--- config.mk ---
export PLATFORM = sky130hd
export DESIGN_NAME = sm4_din_pack
export DESIGN_NICKNAME = d
export VERILOG_FILES = /design/src/rtl/sm4_din_pack.sv
export SDC_FILE = /design/constraint.sdc
export NUM_CORES = 1
export LEC_CHECK = 0
export ABC_AREA = 0
export CAP_MARGIN = 20
export CELL_PAD_IN_SITES_DETAIL_PLACEMENT = 0
export CELL_PAD_IN_SITES_GLOBAL_PLACEMENT = 1
export CORE_MARGIN = 4
export CORE_UTILIZATION = 25
export CTS_BUF_LIST = sky130_fd_sc_hd__clkbuf_4
export DETAILED_ROUTE_END_ITERATION = 6
export PLACE_DENSITY_LB_ADDON = 0.1
export SETUP_SLACK_MARGIN = 0.3
export SLEW_MARGIN = 15
export SYNTH_ARGS = -nofsm -noshare
export SYNTH_HDL_FRONTEND = slang
export SYNTH_SLANG_ARGS = --single-unit
--- constraint.sdc ---
create_clock -name i_clk -period 1.8 [get_ports i_clk]
set_clock_uncertainty 0.15 [all_clocks]
set_input_delay 0.18 -clock i_clk [delete_from_list [all_inputs] [get_ports i_clk]]
set_output_delay 0.18 -clock i_clk [all_outputs]
set_load 0.02 [all_outputs]
--- src/rtl/sm4_din_pack.sv ---
// sm4_din_pack: packs a 32-bit word stream into 128-bit blocks
// and issues each block to sm4_core once it is keyed and idle.
module sm4_din_pack #(
  parameter int BLK_CNT_W = 16
) (
  input  logic                 i_clk,
  input  logic                 i_rst,
  input  logic                 i_key_ok,
  input  logic [31:0]          i_word,
  input  logic                 i_word_en,
  input  logic                 i_last,
  output logic                 o_word_rdy,
  output logic [127:0]         o_din,
  output logic                 o_din_en,
  output logic                 o_din_last,
  output logic [1:0]           o_pad_words,
  input  logic                 i_core_done,
  output logic                 o_busy,
  output logic [BLK_CNT_W-1:0] o_blk_cnt
);

  typedef enum logic {
    IDLE = 1'b0,
    BUSY = 1'b1
  } state_t;

  state_t         state_q;
  state_t         state_d;
  logic [127:0]   fill_buf;
  logic [127:0]   buf_d;
  logic [1:0]     wcnt;
  logic           full;
  logic           last_f;
  logic [1:0]     pad_f;
  logic           accept;
  logic           close;
  logic           issue;

  assign o_word_rdy = ~full;
  assign o_busy     = (state_q == BUSY);
  assign accept     = i_word_en & ~full;
  assign close      = accept & (i_last | (wcnt == 2'd3));

  always_comb begin
    state_d = state_q;
    issue   = 1'b0;
    unique case (state_q)
      IDLE: begin
        if (full & i_key_ok) begin
          issue   = 1'b1;
          state_d = BUSY;
        end
      end
      BUSY: begin
        if (i_core_done) state_d = IDLE;
      end
    endcase
  end

  // Closing word lands in its slot; every later slot is zero-padded.
  always_comb begin
    buf_d = fill_buf;
    for (int i = 0; i < 4; i++) begin
      if (accept && (wcnt == i[1:0]))
        buf_d[127-32*i -: 32] = i_word;
      else if (close && (i[1:0] > wcnt))
        buf_d[127-32*i -: 32] = 32'h0;
    end
  end

  always_ff @(posedge i_clk) begin
    if (i_rst) begin
      state_q     <= IDLE;
      fill_buf    <= '0;
      wcnt        <= '0;
      full        <= 1'b0;
      last_f      <= 1'b0;
      pad_f       <= '0;
      o_din       <= '0;
      o_din_en    <= 1'b0;
      o_din_last  <= 1'b0;
      o_pad_words <= '0;
      o_blk_cnt   <= '0;
    end else begin
      state_q  <= state_d;
      o_din_en <= issue;
      if (accept) begin
        fill_buf <= buf_d;
        if (close) begin
          full   <= 1'b1;
          last_f <= i_last;
          pad_f  <= 2'd3 - wcnt;
          wcnt   <= 2'd0;
        end else begin
          wcnt <= wcnt + 2'd1;
        end
      end
      if (issue) begin
        o_din       <= fill_buf;
        o_din_last  <= last_f;
        o_pad_words <= pad_f;
        full        <= 1'b0;
        o_blk_cnt   <= o_blk_cnt + BLK_CNT_W'(1);
      end
    end
  end

endmodule

Yosys cells after proc, flatten, opt, wreduce, memory -nomap -nowiden
Index checks and enable logic that the tools add are counted.

word-level totals
  flip-flop bits (word level) = 283
  memories = 0
  memory bits (read-only) = 0
  RAM bits = 0
  latch bits = 0
  output and inout port bits = 150
  logic and storage cells = 62

operators by class
  $add $sub $neg = 3
  bitwise operators = 6
  reduce and logical (&&, ||, !) cells = 19
  $mul = 0
  shifts and indexed selects = 0
  divide/modulo/power cells = 0
  eq/ne operators = 3
  $lt $le $gt $ge = 4
  muxes and demuxes = 13

operators with widths
  kind                   count
  $mux 32                8
  $add 16x1->16 const B  1
  $reduce_and 2->1       5
  $logic_and 1x1->1      8
  $reduce_bool 2->1      4
  $eq 2x2->1 const B     2
  $gt 1x2->1 const A     2
  $gt 2x2->1 const A     2
  $and 1x1->1            3
  $mux 1                 3
  $add 2x1->2 const B    1
  $eq 2x1->1 const B     1
  $logic_not 2->1        1
  $mux 2                 1
  $not 1->1              2
  $pmux 1 s2             1
  $reduce_or 2->1        1
  $sub 2x2->2 const A    1
  $or 1x1->1             1

Logic depth before layout (Yosys ltp)
Gate-level depths: netlist of run 1.

  depth after elaboration = 6
  gate-level depth with buffers = 7

Worst setup path before layout of run 1
OpenSTA, ideal clock, no wires.

  kind = reg-to-reg
  from = register o_blk_cnt[4]
  to = register o_blk_cnt[15]
  stages on the path, launching flop included = 5
  data arrival time = 1.487 ns
  slack = 0.040 ns
  library setup time = 0.123 ns
  data required time = 1.527 ns
  buffers on the path = 0
  cells stage by stage = dfxtp_1 -> nand4_4 -> nor3_1 -> and3_1 -> mux2_1

on the way
  cells in the longest elaborated chain, start to end = 1

ends and longest elaborated chain
  element                   line  RTL
  start: declaration        19    output logic [BLK_CNT_W-1:0] o_blk_cnt
  start signal: assignment  103   o_blk_cnt <= o_blk_cnt + BLK_CNT_W'(1);
  $add 16x1->16             103

No other way between the ends.
A chain may end at the register's enable or synchronous reset.

Worst setup path after layout of run 1
  from = register full
  to = register fill_buf[64]

on the way
  cells in the longest elaborated chain, start to end = 6

ends and longest elaborated chain
  element                             line  RTL
  start: declaration                  32    logic full;
  start signal: assignment            76    full <= 1'b0;
  start signal: assignment            90    full <= 1'b1;
  start signal: assignment            102   full <= 1'b0;
  $not 1->1 *                         41    assign accept = i_word_en & ~full;
  $and 1x1->1 *                       41
  $and 1x1->1                         42    assign close = accept & (i_last | (wcnt == 2'd3));
  $logic_and 1x1->1                   66    else if (close && (i[1:0] > wcnt))
  $reduce_bool 2->1 (no source line)  --
  $reduce_and 2->1 (no source line)   --
  end signal: assignment              88    fill_buf <= buf_d;
  end: declaration                    29    logic [127:0] fill_buf;

Mark *: on every way between the ends. The rest lies on a longest branch, timed or not.

==> results of run 1 <==
-- cell type report --
cell class | instances | area, µm² | share of cell area, %
antenna | 2 | 5.00 | 0.0309
clock buffer | 122 | 916 | 5.65
clock inverter | 22 | 82.6 | 0.509
inverter | 5 | 18.8 | 0.116
multi-input combinational | 784 | 4520 | 27.9
sequential | 283 | 5910 | 36.4
tap | 518 | 648 | 4.00
timing repair buffer | 344 | 4120 | 25.4
-- Yosys cell counts (all sizes together) --
| cell | number |
|---|---|
| a211oi | 3 |
| a21oi | 169 |
| a22oi | 97 |
| a31o | 2 |
| and2 | 4 |
| and3 | 3 |
| and3b | 1 |
| and4b | 1 |
| buf | 50 |
| clkbuf | 41 |
| dfxtp | 283 |
| ha | 5 |
| inv | 5 |
| mux2 | 2 |
| nand2 | 336 |
| nand2b | 3 |
| nand3 | 6 |
| nand3b | 1 |
| nand4 | 3 |
| nand4b | 1 |
| nor2 | 120 |
| nor2b | 4 |
| nor3 | 4 |
| nor4 | 3 |
| o21a | 1 |
| o21ai | 3 |
| o21ba | 1 |
| xnor2 | 7 |
| xor2 | 4 |
-- logic make-up after synthesis --
family                   after synthesis
XOR/XNOR                              11
AND/OR/NAND/NOR                      490
multiplexers                           2
flip-flops                           283
adder cells (fa/ha/maj)                5
buffers and inverters                 96
AO/OA/AOI/OAI                        276
-- worst max-delay path: stages, from the launching register on --
cell	delay [ns]
sky130_fd_sc_hd__dfxtp_4	0.35
sky130_fd_sc_hd__buf_6	0.14
sky130_fd_sc_hd__nor2b_4	0.17
sky130_fd_sc_hd__buf_12	0.14
sky130_fd_sc_hd__o21ai_4	0.06
sky130_fd_sc_hd__buf_12	0.14
sky130_fd_sc_hd__clkbuf_16	0.16
sky130_fd_sc_hd__a22oi_1	0.18
sky130_fd_sc_hd__nor2_1	0.05
-- per-stage QoR --
stage / hold slack [ns] / instances / setup TNS [ns] / worst slack [ns]
floorplan: 0.165 / 1163 / 0 / 0.224
global placement: 0.292 / 1834 / -2.47 / -0.0751
detailed placement: 0.292 / 1834 / -2.83 / -0.0928
CTS: 0.00875 / 2035 / 0 / 0.0951
global route: 0.0426 / 2080 / 0 / 0.0707
finish: 0.0878 / 2080 / 0 / 0.124
-- metal layers --
layer	routed length [µm]	GRT usage, %	share of wire [%]
met4	723	5.14	2.0
met1	16500	19.5	46
met3	1660	4.22	4.7
met2	16700	23.6	47
met5	0	0	0
-- registers in the layout (all words and copies together), names as in the netlist --
| name | flops |
|---|---|
| o_busy | 1 |
| o_din_last | 1 |
| wcnt | 2 |
| pad_f | 2 |
| o_blk_cnt | 16 |
| o_din | 128 |
| fill_buf | 128 |
| last_f | 1 |
| o_pad_words | 2 |
| full | 1 |
| o_din_en | 1 |
-- worst paths after layout --
path                                   from                          to  slack (ns)
setup / recovery          full$_SDFFE_PP0P_   fill_buf[64]$_SDFFE_PP0P_        0.12
hold / removal                    i_word[9]  fill_buf[105]$_SDFFE_PP0P_        0.09
setup reg to reg          full$_SDFFE_PP0P_   fill_buf[64]$_SDFFE_PP0P_        0.12
hold reg to reg   fill_buf[25]$_SDFFE_PP0P_      o_din[25]$_SDFFE_PP0P_        0.29
-- power groups by stage --
stage	clock [µW]	sequential [µW]	combinational (µW)
final	5830	6400	1260
after global routing	6450	6400	1350
after CTS	6090	6400	1040
after detailed placement	0	6550	963
after global placement	0	6550	962
after floorplan	0	6560	433
-- repair_timing --
action                                 4_1_cts  5_1_grt
cloned                                       0       17
buffers inserted                            29       26
hold buffers                                28        0
resized for setup                         1033      203
endpoints found under the hold margin      283        0
pin swaps                                    2       86
setup endpoints to repair                  411      419
==> key figures, run 1 <==
Run status
  – Outcome: completed

GRT
  – Pin count of the biggest net entering global routing: between 100 and 150
  – Initial antenna violation count: 2
  – Tot GR Track Use: about 15%
  – Global route overflow: 0
  – Via count of the first global-routing pass: between 9000 and 10000
  – First-pass GRT wire length: 51900 µm

Placement
  – Routability-driven placement congestion ratio: between 0.7 and 0.8
  – Dpl cell area: 13000 µm²
  – Number of buffers added on ports: ~190
  – Post-detail-place hpwl: 21200 µm

Yosys
  – Mean post-synth cell area: 8.60 µm²
  – Xor and xnor area share after synthesis: 0.964%
  – Total nets after synthesis: 1206
  – Largest family of logic cells by synthesized area: simple AND/OR/NAND/NOR gates
  – Number of synthesized register bits: around 280
  – Sequential fraction of the synthesis area: between 50% and 60%
  – Synth warnings: 0
  – Leading cell types by total area after synthesis: sky130_fd_sc_hd__dfxtp_1 (57%), sky130_fd_sc_hd__nand2_1 (13%), sky130_fd_sc_hd__a21oi_1 (8.5%)
  – Share of synthesized area spent on multiplexers: less than 1%
  – Number of cells produced by synthesis: ~1200
  – Post-Synth Adder-Cell Area: 0.626%
  – Synthesized-area fraction occupied by ao, oa, aoi and oai cells: between 15 and 20%
  – Area of the mapped netlist: about 10000 µm²
  – Area fraction in and, or, nand and nor cells after synthesis: a little under 20%
  – Number of distinct library cells after synthesis: 36
  – Cell type with the largest total area after synthesis: sky130_fd_sc_hd__dfxtp_1
  – Fraction of post-synthesis cell area in the top cell type by area: between 50 and 60%

Critical path
  – Critical path start-end classification: reg -> reg
  – Type of element launching the critical path: flip-flop
  – Crit. End Element: flip-flop
  – Path depth of the worst reg2reg path: 8
  – Largest fanout of any net on the critical path: 6
  – Req. time, crit path: 2.23 ns
  – CP Data Arrival Time: 2.11 ns

Floorplan
  – Starting density of the core: 25.6%
  – Die Width: 208 µm
  – I/O pins: 188
  – Floorplan die height: roughly 210 µm
  – Core Footprint: approximately 39000 µm²
  – Number of placement rows: roughly 70
  – Die ar.: around 43000 µm²

Detailed routing
  – TritonRoute pass-1 iters: 6
  – DRT antenna net count: 0
  – Drt drc: 0
  – Vias/cell: 4.45
  – Routed vias: a little over 9000
  – Iteration-0 DRC count of the detailed router: 341
  – Routed WL: ~36000 µm
  – Wire per inst: 17.1 µm

STA
  – Normalized max-slew margin: roughly two thirds
  – Setup repair after global routing missed its margin: true
  – Maximum operating frequency: 597 MHz
  – Time the worst path needs with I/O delays and setup: 1.68 ns
  – Slew Limit Fails: 0
  – Final Hold Viols: 0
  – Final setup violation count: 0
  – Final period util: around 93%
  – Slew at the pin with the worst max-slew slack: 0.516 ns

Layout
  – Filler cell count: about 4000
  – Post-route cell area: between 15000 and 20000 µm²
  – Util after Layout: around two fifths
  – Post-layout net count: 1542
  – Most common library cell in the layout ignoring fill and taps: sky130_fd_sc_hd__nand2_1
  – Proportion of layout cells with a drive suffix above 1: around 45%
  – Most used cells in the layout excluding fill and tap cells: sky130_fd_sc_hd__nand2_1 (309), sky130_fd_sc_hd__buf_6 (157), sky130_fd_sc_hd__a21oi_1 (140)
  – Relative area change from synthesis to final layout: 62.2%

Clocking
  – Clock root buffer: sky130_fd_sc_hd__clkbuf_4
  – Maximum clock insertion buffer count: 3
  – CTS sink cnt: 283
  – TritonCTS buffer count: 81
  – Clock latency reported for the late side of the worst-skew pair: approximately 0.73 ns
  – Clock slew at the register clock pins of the worst setup and hold paths: around 0.060 ns
  – Number of H-tree levels: 3
  – TritonCTS clock tree: yes

Power and ir drop
  – Maximum resistive drop on vdd: between 0.3 and 0.4 mV
  – Switching part of the total power: between 20% and 30%
  – Reported leakage power: 0.00642 µW
  – Clock share of power: a little over two fifths
  – Internal portion of total power: between 9000 and 10000 µW
  – Switching component of the power: about 3500 µW
  – Total Power Consumption: between 10000 and 15000 µW
  – Relative contribution of sequential cells to total power: a little under half
  – Gate power share: under 10%
  – Cell area power density: about 830 nW/µm²

Run
  – Maxcap violations: 0

Hold path
  – Worst hold stages: 3
  – Tightest Hold Check Type: in -> reg
Note: power is estimated with default switching activity, not from simulation.
==> run 2: changes to the inputs <==
Settings changed: CAP_MARGIN 20 to not set, RECOVER_POWER set to 25.
Clock period 1.8 ns to 1.5 ns, I/O delays scaled along.
==> key figures, run 2 (same netlist as run 1, synthesis figures left out) <==
Run status
  – Outcome: finished with violations
  – Failing checks: setup timing

Detailed routing
  – Drt drc: 0
  – Routed WL: 38200 µm
  – Vias/cell: around 4.5
  – Routed vias: around 9600
  – DRT antenna net count: 0
  – TritonRoute pass-1 iters: 4
  – Wire per inst: approximately 18 µm
  – Iteration-0 DRC count of the detailed router: 304

Layout
  – Filler cell count: between 3000 and 4000
  – Registers with the most flip-flops: fill_buf x128, o_din x128, o_blk_cnt x16
  – Relative area change from synthesis to final layout: 79.4%
  – Proportion of layout cells with a drive suffix above 1: roughly 57%
  – Post-layout net count: roughly 1600
  – Util after Layout: ~46%
  – Most used cells in the layout excluding fill and tap cells: sky130_fd_sc_hd__nand2_1 (255), sky130_fd_sc_hd__buf_6 (171), sky130_fd_sc_hd__dfxtp_1 (131), sky130_fd_sc_hd__dfxtp_2 (131), sky130_fd_sc_hd__clkbuf_4 (130)
  – Most common library cell in the layout ignoring fill and taps: sky130_fd_sc_hd__nand2_1

Clocking
  – Clock root buffer: sky130_fd_sc_hd__clkbuf_4
  – Clock latency reported for the late side of the worst-skew pair: between 0.7 and 0.8 ns
  – TritonCTS clock tree: yes
  – Number of H-tree levels: 3
  – Clock slew at the register clock pins of the worst setup and hold paths: ~0.060 ns
  – CTS sink cnt: about 280
  – TritonCTS buffer count: between 80 and 90
  – Maximum clock insertion buffer count: 3

GRT
  – Via count of the first global-routing pass: between 9000 and 10000
  – Global routing met1 resource utilization: between 20 and 25%
  – Global route overflow: 0
  – First-pass GRT wire length: around 54000 µm
  – Initial antenna violation count: 2
  – Met2 Track Usage GR: approximately a quarter
  – Met3 Resource Use GR: under 10%
  – Gr busiest metal: met2
  – Pin count of the biggest net entering global routing: 54
  – Tot GR Track Use: between 10% and 20%

Power and ir drop
  – Gate power share: a little over a tenth
  – Reported leakage power: ~0.0073 µW
  – Clock share of power: 44.5%
  – Total Power Consumption: ~17000 µW
  – Switching component of the power: roughly 4500 µW
  – Relative contribution of sequential cells to total power: between 40% and 50%
  – Switching part of the total power: 25.9%
  – Internal portion of total power: around 13000 µW
  – Maximum resistive drop on vdd: slightly below 0.4 mV
  – Cell area power density: roughly 960 nW/µm²

STA
  – Setup repair after global routing missed its margin: true
  – Final setup violation count: roughly 290
  – Time the worst path needs with I/O delays and setup: 1.69 ns
  – Min setup slack post-route: -0.189 ns
  – Final worst hold slack: ~0.11 ns
  – Final Hold Viols: 0
  – Maximum operating frequency: around 590 MHz
  – Slew Limit Fails: 0
  – Normalized max-slew margin: a little under three quarters
  – Slew at the pin with the worst max-slew slack: 0.429 ns
  – Final period util: 113%

Floorplan
  – I/O pins: ~190
  – Number of placement rows: between 70 and 80
  – Starting density of the core: approximately a quarter
  – Floorplan die height: approximately 210 µm
  – Die ar.: 43300 µm²
  – Core Footprint: roughly 39000 µm²
  – Die Width: a little over 200 µm

Placement
  – Post-detail-place hpwl: 21600 µm
  – Number of buffers added on ports: about 190
  – Setup slack after placement: -0.308 ns
  – Routability-driven placement congestion ratio: around 0.7

Critical path
  – Capture point of the worst reg-to-reg path: fill_buf[44]$_SDFFE_PP0P_
  – Launch instance of the worst register-to-register path: full$_SDFFE_PP0P_
  – Critical path start-end classification: reg -> reg
  – Largest fanout of any net on the critical path: 6
  – Req. time, crit path: about 2.0 ns
  – Crit. End Element: flip-flop
  – Path depth of the worst reg2reg path: 9
  – CP Data Arrival Time: around 2.1 ns
  – Start point of the critical path: full$_SDFFE_PP0P_
  – Setup crit end: fill_buf[44]$_SDFFE_PP0P_
  – Setup slack of the worst register-to-register path: -0.19 ns
  – Type of element launching the critical path: flip-flop

Hold path
  – Tightest Hold Check Type: in -> reg

Run
  – Maxcap violations: 0
[run 2: changes by cell type in the layout (fill, tap and decap cells not counted), sizes merged]
cell	delta
clkbuf	+15
diode	+1
dlygate4sd3	+5
inv	-1
clkinv	-3
bufinv	+2
buf	+41
[run 2: layer usage]
layer / wire [µm] / share of wire (%)
met3: 1660 / 4.3
met1: 17700 / 46
met5: 0 / 0
met2: 18300 / 48
met4: 570 / 1.5
[run 2: repair_timing]
| item | CTS | global route |
|---|---|---|
| hold buffers | 33 | 0 |
| setup buffers | 31 | 52 |
| hold endpoints to repair | 283 | 0 |
| gates cloned | 4 | 28 |
| setup endpoints to repair | 433 | 433 |
| pin swaps | 3 | 106 |
| resized for setup | 1070 | 270 |
[run 2: through the flow]
step                      setup TNS [ns]  instance area, µm²  instances
after CTS                         -24.13               15800       2057
after global placement            -63.50               13500       1839
after global routing              -52.26               17900       2140
final                             -20.97               17900       2140
after detailed placement          -67.57               13500       1839
after floorplan                  -0.0112               10900       1163
[run 2: power groups by stage]
stage | Combinational, µW | Clock [µW] | Sequential [µW]
after floorplan | 665 | 0 | 7860
after global placement | 1210 | 0 | 7860
after detailed placement | 1200 | 0 | 7860
after CTS | 1410 | 8000 | 7680
after global routing | 1970 | 8460 | 7690
final | 1850 | 7640 | 7680
[run 2: cell type report]
type	instances	area (µm²)	share of cell area, %
Sequential cell	283	5910	32.9
Multi-Input combinational cell	784	5340	29.8
Timing Repair Buffer	397	4890	27.2
Clock buffer	130	976	5.44
Tap cell	518	648	3.61
Clock inverter	20	129	0.719
Inverter	5	36.3	0.202
Antenna cell	3	7.51	0.0419
[run 2: how the worst min path moves through the flow]
stage / start / end / depth (start not counted)
global placement: o_pad_words[0]$_SDFFE_PP0P_ / o_pad_words[0]$_SDFFE_PP0P_ / 2
CTS: i_word[26] / fill_buf[122]$_SDFFE_PP0P_ / 3
detailed placement: fill_buf[100]$_SDFFE_PP0P_ / o_din[100]$_SDFFE_PP0P_ / 2
finish: i_word[26] / fill_buf[122]$_SDFFE_PP0P_ / 3
global route: i_word[26] / fill_buf[122]$_SDFFE_PP0P_ / 3
floorplan: i_word[2] / fill_buf[34]$_SDFFE_PP0P_ / 2
[run 2: critical path, stage by stage, from the launching register on]
cell	delay [ns]
sky130_fd_sc_hd__dfxtp_4	0.35
sky130_fd_sc_hd__buf_6	0.13
sky130_fd_sc_hd__nor2b_4	0.16
sky130_fd_sc_hd__buf_6	0.12
sky130_fd_sc_hd__o21ai_4	0.06
sky130_fd_sc_hd__buf_12	0.14
sky130_fd_sc_hd__buf_12	0.13
sky130_fd_sc_hd__buf_16	0.13
sky130_fd_sc_hd__a22oi_2	0.14
sky130_fd_sc_hd__nor2_1	0.05
